==> config.mk <==
export PLATFORM = sky130hd
export DESIGN_NAME = fp_align_ctrl_flat
export DESIGN_NICKNAME = d
export VERILOG_FILES = /design/src/rtl/fp_align_pkg.sv /design/src/rtl/fp_align_ctrl_if.sv /design/src/rtl/fp_exp_cmp.sv /design/src/rtl/fp_align_ctrl.sv /design/src/flat_wrapper.sv
export SDC_FILE = /design/constraint.sdc
export NUM_CORES = 1
export LEC_CHECK = 0
export ABC_AREA = 1
export CAP_MARGIN = 20
export CORE_ASPECT_RATIO = 2
export CORE_MARGIN = 2
export CORE_UTILIZATION = 40
export DETAILED_ROUTE_END_ITERATION = 8
export GPL_TIMING_DRIVEN = 0
export PLACE_DENSITY = 0.66
export SYNTH_ARGS = -nofsm -noshare
export SYNTH_HDL_FRONTEND = slang
export SYNTH_SLANG_ARGS = --single-unit
export TNS_END_PERCENT = 10
==> constraint.sdc <==
create_clock -name clk -period 6.32 [get_ports clk]
set_clock_uncertainty 0.1 [all_clocks]
set_input_delay 0.632 -clock clk [delete_from_list [all_inputs] [get_ports clk]]
set_output_delay 0.632 -clock clk [all_outputs]
set_load 0.01 [all_outputs]
==> src/rtl/fp_align_pkg.sv <==
// fp_align_pkg: shared widths, bypass threshold and FSM state type for the alignment controller
package fp_align_pkg;
  localparam int EXP_W    = 8;
  localparam int FRAC_W   = 23;
  localparam int MANT_W   = 24;
  localparam int SEL_W    = 5;
  localparam int BYPASS_D = 24;
  typedef enum logic [1:0] {IDLE, CMP, SHIFT, DONE} state_t;
endpackage

==> src/rtl/fp_align_ctrl_if.sv <==
// fp_align_ctrl_if: operand handshake, shifter hookup and aligned-result bundle
// slave = controller side, master = operand source / shifter / consumer side
interface fp_align_ctrl_if import fp_align_pkg::*; ();
  logic              in_valid;
  logic              in_ready;
  logic [31:0]       op_a;
  logic [31:0]       op_b;
  logic [FRAC_W-1:0] sh_in;
  logic [SEL_W-1:0]  sh_sel;
  logic [FRAC_W-1:0] sh_out;
  logic              out_valid;
  logic              out_ready;
  logic [EXP_W-1:0]  exp_out;
  logic              swap;
  logic [MANT_W-1:0] mant_big;
  logic [MANT_W-1:0] mant_small;
  modport slave (
    input  in_valid, op_a, op_b, sh_out, out_ready,
    output in_ready, sh_in, sh_sel, out_valid, exp_out, swap, mant_big, mant_small
  );
  modport master (
    output in_valid, op_a, op_b, sh_out, out_ready,
    input  in_ready, sh_in, sh_sel, out_valid, exp_out, swap, mant_big, mant_small
  );
endinterface

==> src/rtl/fp_exp_cmp.sv <==
// fp_exp_cmp: compares exponents of two singles and splits them into larger/smaller operand fields
// ports: a_i/b_i operands; swap_o (b strictly larger), exp_big_o, d_o (exponent difference),
//        hid/frac of the larger and smaller operand
module fp_exp_cmp import fp_align_pkg::*; (
  input  logic [31:0]       a_i,
  input  logic [31:0]       b_i,
  output logic              swap_o,
  output logic [EXP_W-1:0]  exp_big_o,
  output logic [EXP_W-1:0]  d_o,
  output logic              hid_big_o,
  output logic [FRAC_W-1:0] frac_big_o,
  output logic              hid_small_o,
  output logic [FRAC_W-1:0] frac_small_o
);
  logic [EXP_W-1:0] exp_a, exp_b, exp_small;
  logic             unused_sign;
  assign unused_sign  = a_i[31] ^ b_i[31];
  assign exp_a        = a_i[30:23];
  assign exp_b        = b_i[30:23];
  // ties keep a as the larger operand
  assign swap_o       = exp_b > exp_a;
  assign exp_big_o    = swap_o ? exp_b : exp_a;
  assign exp_small    = swap_o ? exp_a : exp_b;
  assign d_o          = exp_big_o - exp_small;
  assign hid_big_o    = exp_big_o != '0;
  assign hid_small_o  = exp_small != '0;
  assign frac_big_o   = swap_o ? b_i[22:0] : a_i[22:0];
  assign frac_small_o = swap_o ? a_i[22:0] : b_i[22:0];
endmodule

==> src/rtl/fp_align_ctrl.sv <==
// fp_align_ctrl: sequences exponent compare and external barrel-shift alignment of two singles
// ports: clk, reset (async, active-high), bus (slave side of fp_align_ctrl_if)
module fp_align_ctrl import fp_align_pkg::*; #(
  parameter int SH_LAT = 1
) (
  input logic clk,
  input logic reset,
  fp_align_ctrl_if.slave bus
);
  localparam int CNT_W = $clog2(SH_LAT + 1) + 1;
  localparam logic [SEL_W-1:0] FRAC_SEL = SEL_W'(FRAC_W);
  state_t            state_q, state_d;
  logic [31:0]       a_q, a_d, b_q, b_d;
  logic [EXP_W-1:0]  exp_q, exp_d;
  logic              swap_q, swap_d, hid_q, hid_d;
  logic [MANT_W-1:0] big_q, big_d, small_q, small_d;
  logic [FRAC_W-1:0] sh_in_q, sh_in_d;
  logic [SEL_W-1:0]  sh_sel_q, sh_sel_d;
  logic [CNT_W-1:0]  cnt_q, cnt_d;
  logic              swp, hid_big, hid_small;
  logic [EXP_W-1:0]  exp_big, d;
  logic [FRAC_W-1:0] frac_big, frac_small;
  fp_exp_cmp u_cmp (
    .a_i(a_q), .b_i(b_q), .swap_o(swp), .exp_big_o(exp_big), .d_o(d),
    .hid_big_o(hid_big), .frac_big_o(frac_big), .hid_small_o(hid_small), .frac_small_o(frac_small)
  );
  always_comb begin
    state_d  = state_q;
    a_d      = a_q;
    b_d      = b_q;
    exp_d    = exp_q;
    swap_d   = swap_q;
    hid_d    = hid_q;
    big_d    = big_q;
    small_d  = small_q;
    sh_in_d  = sh_in_q;
    sh_sel_d = sh_sel_q;
    cnt_d    = cnt_q;
    case (state_q)
      IDLE: if (bus.in_valid) begin
        a_d     = bus.op_a;
        b_d     = bus.op_b;
        state_d = CMP;
      end
      CMP: begin
        exp_d  = exp_big;
        swap_d = swp;
        big_d  = {hid_big, frac_big};
        hid_d  = hid_small;
        cnt_d  = '0;
        if (d == '0) begin
          small_d = {hid_small, frac_small};
          state_d = DONE;
        end else if (d >= EXP_W'(BYPASS_D)) begin
          small_d = '0;
          state_d = DONE;
        end else begin
          sh_in_d  = frac_small;
          sh_sel_d = d[SEL_W-1:0];
          state_d  = SHIFT;
        end
      end
      SHIFT: if (cnt_q == CNT_W'(SH_LAT)) begin
        // the shifter drops the hidden bit, so reinsert it at its shifted position
        small_d = {1'b0, bus.sh_out | (FRAC_W'(hid_q) << (FRAC_SEL - sh_sel_q))};
        state_d = DONE;
      end else begin
        cnt_d = cnt_q + CNT_W'(1);
      end
      DONE: state_d = bus.out_ready ? IDLE : DONE;
      default: state_d = IDLE;
    endcase
  end
  always_ff @(posedge clk or posedge reset) begin
    if (reset) begin
      state_q  <= IDLE;
      a_q      <= '0;
      b_q      <= '0;
      exp_q    <= '0;
      swap_q   <= 1'b0;
      hid_q    <= 1'b0;
      big_q    <= '0;
      small_q  <= '0;
      sh_in_q  <= '0;
      sh_sel_q <= '0;
      cnt_q    <= '0;
    end else begin
      state_q  <= state_d;
      a_q      <= a_d;
      b_q      <= b_d;
      exp_q    <= exp_d;
      swap_q   <= swap_d;
      hid_q    <= hid_d;
      big_q    <= big_d;
      small_q  <= small_d;
      sh_in_q  <= sh_in_d;
      sh_sel_q <= sh_sel_d;
      cnt_q    <= cnt_d;
    end
  end
  assign bus.in_ready   = state_q == IDLE;
  assign bus.out_valid  = state_q == DONE;
  assign bus.exp_out    = exp_q;
  assign bus.swap       = swap_q;
  assign bus.mant_big   = big_q;
  assign bus.mant_small = small_q;
  assign bus.sh_in      = sh_in_q;
  assign bus.sh_sel     = sh_sel_q;
endmodule

==> src/flat_wrapper.sv <==
// flat-port wrapper written by rule: the top's interface ports become plain ports
module fp_align_ctrl_flat import fp_align_pkg::*;
#(
  parameter int SH_LAT = 1
)
  (clk, reset, bus_in_valid, bus_op_a, bus_op_b, bus_sh_out, bus_out_ready, bus_in_ready, bus_sh_in, bus_sh_sel, bus_out_valid, bus_exp_out, bus_swap, bus_mant_big, bus_mant_small);
  fp_align_ctrl_if bus_i ();
  input logic clk;
  input logic reset;
  input wire logic [$bits(bus_i.in_valid)-1:0] bus_in_valid;
  input wire logic [$bits(bus_i.op_a)-1:0] bus_op_a;
  input wire logic [$bits(bus_i.op_b)-1:0] bus_op_b;
  input wire logic [$bits(bus_i.sh_out)-1:0] bus_sh_out;
  input wire logic [$bits(bus_i.out_ready)-1:0] bus_out_ready;
  output wire logic [$bits(bus_i.in_ready)-1:0] bus_in_ready;
  output wire logic [$bits(bus_i.sh_in)-1:0] bus_sh_in;
  output wire logic [$bits(bus_i.sh_sel)-1:0] bus_sh_sel;
  output wire logic [$bits(bus_i.out_valid)-1:0] bus_out_valid;
  output wire logic [$bits(bus_i.exp_out)-1:0] bus_exp_out;
  output wire logic [$bits(bus_i.swap)-1:0] bus_swap;
  output wire logic [$bits(bus_i.mant_big)-1:0] bus_mant_big;
  output wire logic [$bits(bus_i.mant_small)-1:0] bus_mant_small;
  assign bus_i.in_valid = bus_in_valid;
  assign bus_i.op_a = bus_op_a;
  assign bus_i.op_b = bus_op_b;
  assign bus_i.sh_out = bus_sh_out;
  assign bus_i.out_ready = bus_out_ready;
  assign bus_in_ready = bus_i.in_ready;
  assign bus_sh_in = bus_i.sh_in;
  assign bus_sh_sel = bus_i.sh_sel;
  assign bus_out_valid = bus_i.out_valid;
  assign bus_exp_out = bus_i.exp_out;
  assign bus_swap = bus_i.swap;
  assign bus_mant_big = bus_i.mant_big;
  assign bus_mant_small = bus_i.mant_small;
  fp_align_ctrl #(.SH_LAT(SH_LAT)) u_core (.clk(clk), .reset(reset), .bus(bus_i));
endmodule
== Word-level counts from Yosys, hierarchy flattened ==
Index checks and enable logic that the tools add are counted.

* $add $sub $neg: 3
* Multiply operators: 0
* Div/mod/pow operators: 0
* Magnitude comparators: 2
* Equal/unequal tests: 8
* Shift-type cells: 1
* Mux-type cells: 16
* Bitwise gates (word level): 3
* Reductions and logical operators: 10

{| class="wikitable"
|+ Operators with widths
! kind !! number
|-
| $mux W24 || 3
|-
| $pmux W24 S2 || 1
|-
| $mux W23 || 2
|-
| $or A23 B23 Y23 || 1
|-
| $shl A1 B5 Y23 || 1
|-
| $mux W8 || 2
|-
| $reduce_bool A8 Y1 || 2
|-
| $mux W2 || 5
|-
| $ge A8 B5 Y1 const B || 1
|-
| $gt A8 B8 Y1 || 1
|-
| $logic_not A8 Y1 || 1
|-
| $pmux W2 S4 || 1
|-
| $sub A8 B8 Y8 || 1
|-
| $reduce_and A2 Y1 || 3
|-
| $reduce_and A3 Y1 || 2
|-
| $sub A5 B5 Y5 const A || 1
|-
| $eq A2 B1 Y1 const B || 2
|-
| $eq A2 B2 Y1 const B || 2
|-
| $ne A2 B2 Y1 const B || 2
|-
| $pmux W2 S2 || 1
|-
| $ne A3 B1 Y1 const B || 1
|-
| $add A2 B1 Y2 const B || 1
|-
| $logic_not A2 Y1 || 1
|-
| $ne A2 B1 Y1 const B || 1
|-
| 3 further kinds || 4
|}

* Flip-flop bits (word level): 152
* Latch bits: 0
* Memory bits (writable): 0
* Bits in read-only memories: 0
* Input bits: 91
* Output and inout port bits: 87
* Word-level logic and storage cells: 54
* Memories kept: 0

== Logic depth before layout (Yosys ltp) ==
* Depth in word-level cells: 7
* Depth in mapped cells: 27
* Mapped depth without buffers: 26

== Cells and area by module ==
Synthesis repeated with hierarchy kept, for this count alone.

* Cells, all modules: 884
* Area total of the unflattened synthesis: 7926.4 µm²

{| class="wikitable"
|+ By module, submodules not included
! module !! instances !! cells each !! area an instance (µm²)
|-
| fp_align_ctrl || 1 || 609 || 6561.3
|-
| fp_exp_cmp || 1 || 275 || 1365.1
|}

== Worst setup path after synthesis ==
OpenSTA, ideal clock, no wires.

* Kind: reg2reg
* Start point: register u_core.a_q[28]
* End point: register u_core.small_q[18] (netlist: u_core.bus.mant_small[18])
* Setup time: 0.117 ns
* Arrival time: 2.585 ns
* Required time: 6.103 ns
* Setup slack: 3.518 ns
* Cell stages (with the launch flop): 25
* Clock period less this slack: 2.802 ns
* Cells stage by stage: dfrtp_1 > inv_1 > ha_1 > nand2_2 > nor2_2 > nand2_1 > nand2_2 > buf_6 > nand3_1 > nand2_2 > nand2_2 > nand2_2 > nand2_2 > nand2_1 > nand2_1 > nand2_1 > nand2_1 > nand2_1 > nand3_2 > nor2_4 > nand2_4 > buf_6 > buf_6 > nand3_2 > nand2_1

* Cells in the longest elaborated chain, start to end: 6

{| class="wikitable"
|+ Ends and longest elaborated chain
! item !! RTL line !! RTL
|-
| start, declared || fp_align_ctrl.sv:13 || <nowiki>logic [31:0] a_q, a_d, b_q, b_d;</nowiki>
|-
| start signal, assigned || fp_align_ctrl.sv:77 || <nowiki>a_q <= '0;</nowiki>
|-
| start signal, assigned || fp_align_ctrl.sv:89 || <nowiki>a_q <= a_d;</nowiki>
|-
| $gt A8 B8 Y1 || fp_exp_cmp.sv:21 || <nowiki>assign swap_o = exp_b > exp_a;</nowiki>
|-
| $mux W8 (on tied branches) || fp_exp_cmp.sv:22, fp_exp_cmp.sv:23 ||
|-
| $sub A8 B8 Y8 || fp_exp_cmp.sv:24 || <nowiki>assign d_o = exp_big_o - exp_small;</nowiki>
|-
| $ge A8 B5 Y1 / $logic_not A8 Y1 (equally long branches) || fp_align_ctrl.sv:54, fp_align_ctrl.sv:51 ||
|-
| $ne A3 B1 Y1 (no source line) / $mux W24 (equally long branches) || -- ||
|-
| $reduce_and A3 Y1 (no source line) / $pmux W24 S2 (equally long branches) || -- ||
|-
| end signal, assigned || fp_align_ctrl.sv:95 || <nowiki>small_q <= small_d;</nowiki>
|-
| end, declared || fp_align_ctrl.sv:16 || <nowiki>logic [MANT_W-1:0] big_q, big_d, small_q, small_d;</nowiki>
|}

Several ways; a longest one is shown, not always the timed one.
A chain may end at the register's enable or synchronous reset.

== Worst setup path in the final report ==
* Start point: register u_core.a_q[28]
* End point: register u_core.big_q[0] (netlist: u_core.bus.mant_big[0])

* Cells in the longest elaborated chain, start to end: 2

{| class="wikitable"
|+ Ends and longest elaborated chain
! item !! RTL line !! RTL
|-
| $gt A8 B8 Y1 || fp_exp_cmp.sv:21 ||
|-
| $mux W23 || fp_exp_cmp.sv:27 || <nowiki>assign frac_big_o = swap_o ? b_i[22:0] : a_i[22:0];</nowiki>
|-
| end signal, assigned || fp_align_ctrl.sv:94 || <nowiki>big_q <= big_d;</nowiki>
|-
| end, declared || fp_align_ctrl.sv:16 ||
|}

Every way passes these cells.

==> run_results.csv <==
group,metric,value,unit
logic_synthesis,yosysUniqueCellTypes,32,
timing,rsz0062_at_grt,"false",
logic_synthesis,netlist_instances,1029,
min_path,min_path_type,"reg -> reg",
cells_and_area,fin_util,54.6,%
floorplanning,core_area,19300,µm²
clocking,cts_inserted_buffers,17,
timing,worst-slew-pin-transition,0.720,ns
logic_synthesis,synth-seq-area-share,48.5,%
logic_synthesis,async_flop_share,100,%
timing,slew_headroom,51.8,%
worst_setup_path,endpoint_kind,"register",
pwr,leakagePower,5.14,nW
clocking,ctsHoldBuffers,0,
logic_synthesis,synth_top_area_cell,"dfrtp_1",
floorplanning,fp.dieW,103,µm
grt,grt_util_met2,45.4,%
logic_synthesis,ys_warn_count,0,
worst_setup_path,crit_type,"reg -> reg",
pwr,p_int,3.47,mW
logic_synthesis,yosys-top-cells-count,"262 x nand2_1, 152 x dfrtp_1, 122 x nor2_1, 95 x inv_1, 88 x a21oi_1",
route,wl,25100,µm
grt,grt_overflow,0,
worst_setup_path,critPathMaxFanout,10,
placed_design,gp_congestion,0.943,
logic_synthesis,synth-adder-area-share,2.08,%
route,dr_total_vias,7402,
grt,gr-usage-met3,3.25,%
timing,fmax,281,MHz
pwr,power.total,6.89,mW
route,remaining_drc_errors,0,
logic_synthesis,synthMostInstantiatedCell,"nand2_1",
logic_synthesis,synthMuxAreaShare,0,%
floorplanning,start_util,40.6,%
clocking,clockBufferDepth,2,
worst_setup_path,cp.required,6.53,ns
route,wl_per_cell,16.8,µm
cells_and_area,n_antenna_cell,0,
worst_setup_path,critical_path_arrival,3.76,ns
grt,grt_pass1_vias,7581,
pwr,pwr-share-clk,14.7,%
route,ant_nets,0,
cells_and_area,area_growth,34.4,%
cells_and_area,layout.nets,1328,
logic_synthesis,synth-simple-area-share,27.1,%
timing,setup_viol,0,
timing,hold_viol,0,
route,drt_iter0_markers,346,
logic_synthesis,syn_nets,1133,
cells_and_area,drive_gt1_share,7.11,%
logic_synthesis,synthXorXnorAreaFrac,0,%
logic_synthesis,syn-cell-area,7840,µm²
floorplanning,die_h,202,µm
clocking,root_buffer,"clkbuf_16",
grt,grt_pass1_wl,39800,µm
clocking,cts_sinks,152,
outcome,outcome,"complete, no violations",
pwr,combPwrFrac,60.6,%
pwr,powerDensity,655,nW/µm²
job,cap_violations,0,
pwr,p_seq_share,24.7,%
clocking,clk_latency,0.43,ns
pwr,peakVddDrop,0.000267,V
clocking,cts_resized,0,
logic_synthesis,yosysTopAreaCellShare,48.5,%
placed_design,hpwl,20100,µm
floorplanning,rows,72,
floorplanning,dieArea,20800,µm²
clocking,htree_levels,4,
logic_synthesis,netlist_top_cells_area,"dfrtp_1 49%, nand2_1 13%, nor2_1 5.8%",
grt,busiest_layer,"met2",
timing,finalCriticalPeriod,3.56,ns
clocking,clkTransAtPathRegs,0.07,ns
grt,grt_use_met1,27.2,%
logic_synthesis,synth_seq_cells,152,
logic_synthesis,synth_edf_count,0,
clocking,cts_setup_buffers,0,
floorplanning,io-pin-count,178,
timing,maxSlewViolCount,0,
grt,grt_max_degree,99,
grt,grt_use_total,25.3,%
placed_design,port_buffers,175,
timing,period_share,56.3,%
logic_synthesis,avgSynthCellArea,7.61,µm²
route,via_per_inst,4.95,
pwr,power_switching_share,49.7,%
clocking,cts_tree,"built",
route,first_pass_iters,5,
grt,antenna_found_initial,0,
logic_synthesis,ys.flop_type,"dfrtp_1",
pwr,p_sw,3.43,mW
worst_setup_path,worst_setup_path_start_kind,"register",
logic_synthesis,synth_compound_area_share,13.7,%
logic_synthesis,synth_top_family_by_area,"simple AND/OR/NAND/NOR gates",
## layer usage
metal	share of wire (%)	up-vias	routed length (µm)
li1	-	3697	-
met5	0	-	0
met4	5.7	0	1430
met2	54	213	13500
met3	3.7	64	940
met1	37	3428	9210
## final timing paths
| kind | from | to | slack [ns] | cells after the start |
|---|---|---|---|---|
| max | u_core.a_q[28]$_DFFE_PP0P_ | u_core.bus.mant_big[0]$_DFFE_PP0P_ | 2.76 | 13 |
| min | u_core.bus.mant_small[20]$_DFFE_PP0P_ | u_core.bus.mant_small[20]$_DFFE_PP0P_ | 0.37 | 2 |
| max reg2reg | u_core.a_q[28]$_DFFE_PP0P_ | u_core.bus.mant_big[0]$_DFFE_PP0P_ | 2.76 | 13 |
| min reg2reg | u_core.bus.mant_small[20]$_DFFE_PP0P_ | u_core.bus.mant_small[20]$_DFFE_PP0P_ | 0.37 | 2 |
| max in group asynchronous | reset | u_core.bus.mant_big[21]$_DFFE_PP0P_ | 4.70 | 3 |
| min in group asynchronous | reset | u_core.bus.mant_small[15]$_DFFE_PP0P_ | 0.52 | 2 |
## layout by cell type (no fill, tap or decap), drive strengths merged
master         count
o31ai              1
buf               25
inv              105
a21o               1
a21boi             1
clkinv             4
ha                13
a21oi             89
a31oi              5
o21ai            112
nand4              4
nor4               1
o22ai              1
nor2             126
nand2            274
nor3              13
clkinvlp           5
nand3b             1
dfrtp            152
clkdlybuf4s50    175
nand3             77
clkbuf            51
bufinv             1
## worst max-delay path: stages, from the launching register on
cell and delay [ns]:
dfrtp_1 0.38, inv_1 0.07, ha_1 0.43, nand2_2 0.11, nor2_2 0.15, nand4_2 0.19
nand2_4 0.19, buf_4 0.18, clkbuf_1 0.39, buf_1 0.50, clkbuf_1 0.44, a21oi_1 0.11
o21ai_0 0.11, nand2_1 0.07
## power groups by stage
stage | Clock, mW | Combinational, mW | Sequential [mW]
6_report | 1.01 | 4.18 | 1.70
3_5_place_dp | 0 | 4.20 | 1.71
4_1_cts | 1.03 | 4.21 | 1.70
3_3_place_gp | 0 | 4.15 | 1.70
5_1_grt | 1.07 | 4.71 | 1.75
2_1_floorplan | 0 | 2.57 | 1.77
## area by class of cell
cell class / instances / area (µm²)
plain buffers: 58 / 302
clock buffers: 17 / 425
clock inverters: 15 / 161
fillers: 1909 / 8750
inverters: 100 / 380
multi-input cells: 719 / 3350
flip-flops and latches: 152 / 3800
well taps: 259 / 324
repair buffers: 176 / 1780
## stage by stage
step | cells | setup slack [ns] | setup TNS, ns | hold slack [ns] | area [µm²]
final | 1496 | 2.76 | 0 | 0.368 | 10500
after global routing | 1496 | 2.53 | 0 | 0.391 | 10500
after CTS | 1496 | 2.74 | 0 | 0.375 | 10500
after detailed placement | 1464 | 2.75 | 0 | 0.358 | 9940
after global placement | 1463 | -0.705 | -104.66 | 0.354 | 9910
after floorplan | 1029 | 1.49 | 0 | 0.350 | 7840
## registers in the layout (all words and copies together), names as in the netlist
name and count:
u_core.state_q 2, u_core.bus.mant_big 24, u_core.a_q 31, u_core.bus.mant_small 24, u_core.bus.exp_out 8, u_core.bus.sh_sel 5, u_core.bus.swap 1, u_core.hid_q 1
u_core.cnt_q 2, u_core.bus.sh_in 23, u_core.b_q 31
## cell families after synthesis
group | count (synthesis)
AND/OR/NAND/NOR | 496
adder cells (fa/ha/maj) | 13
flip-flops | 152
AO/OA/AOI/OAI | 210
buffers and inverters | 158
No activity file was read; power rests on OpenSTA's default activity.
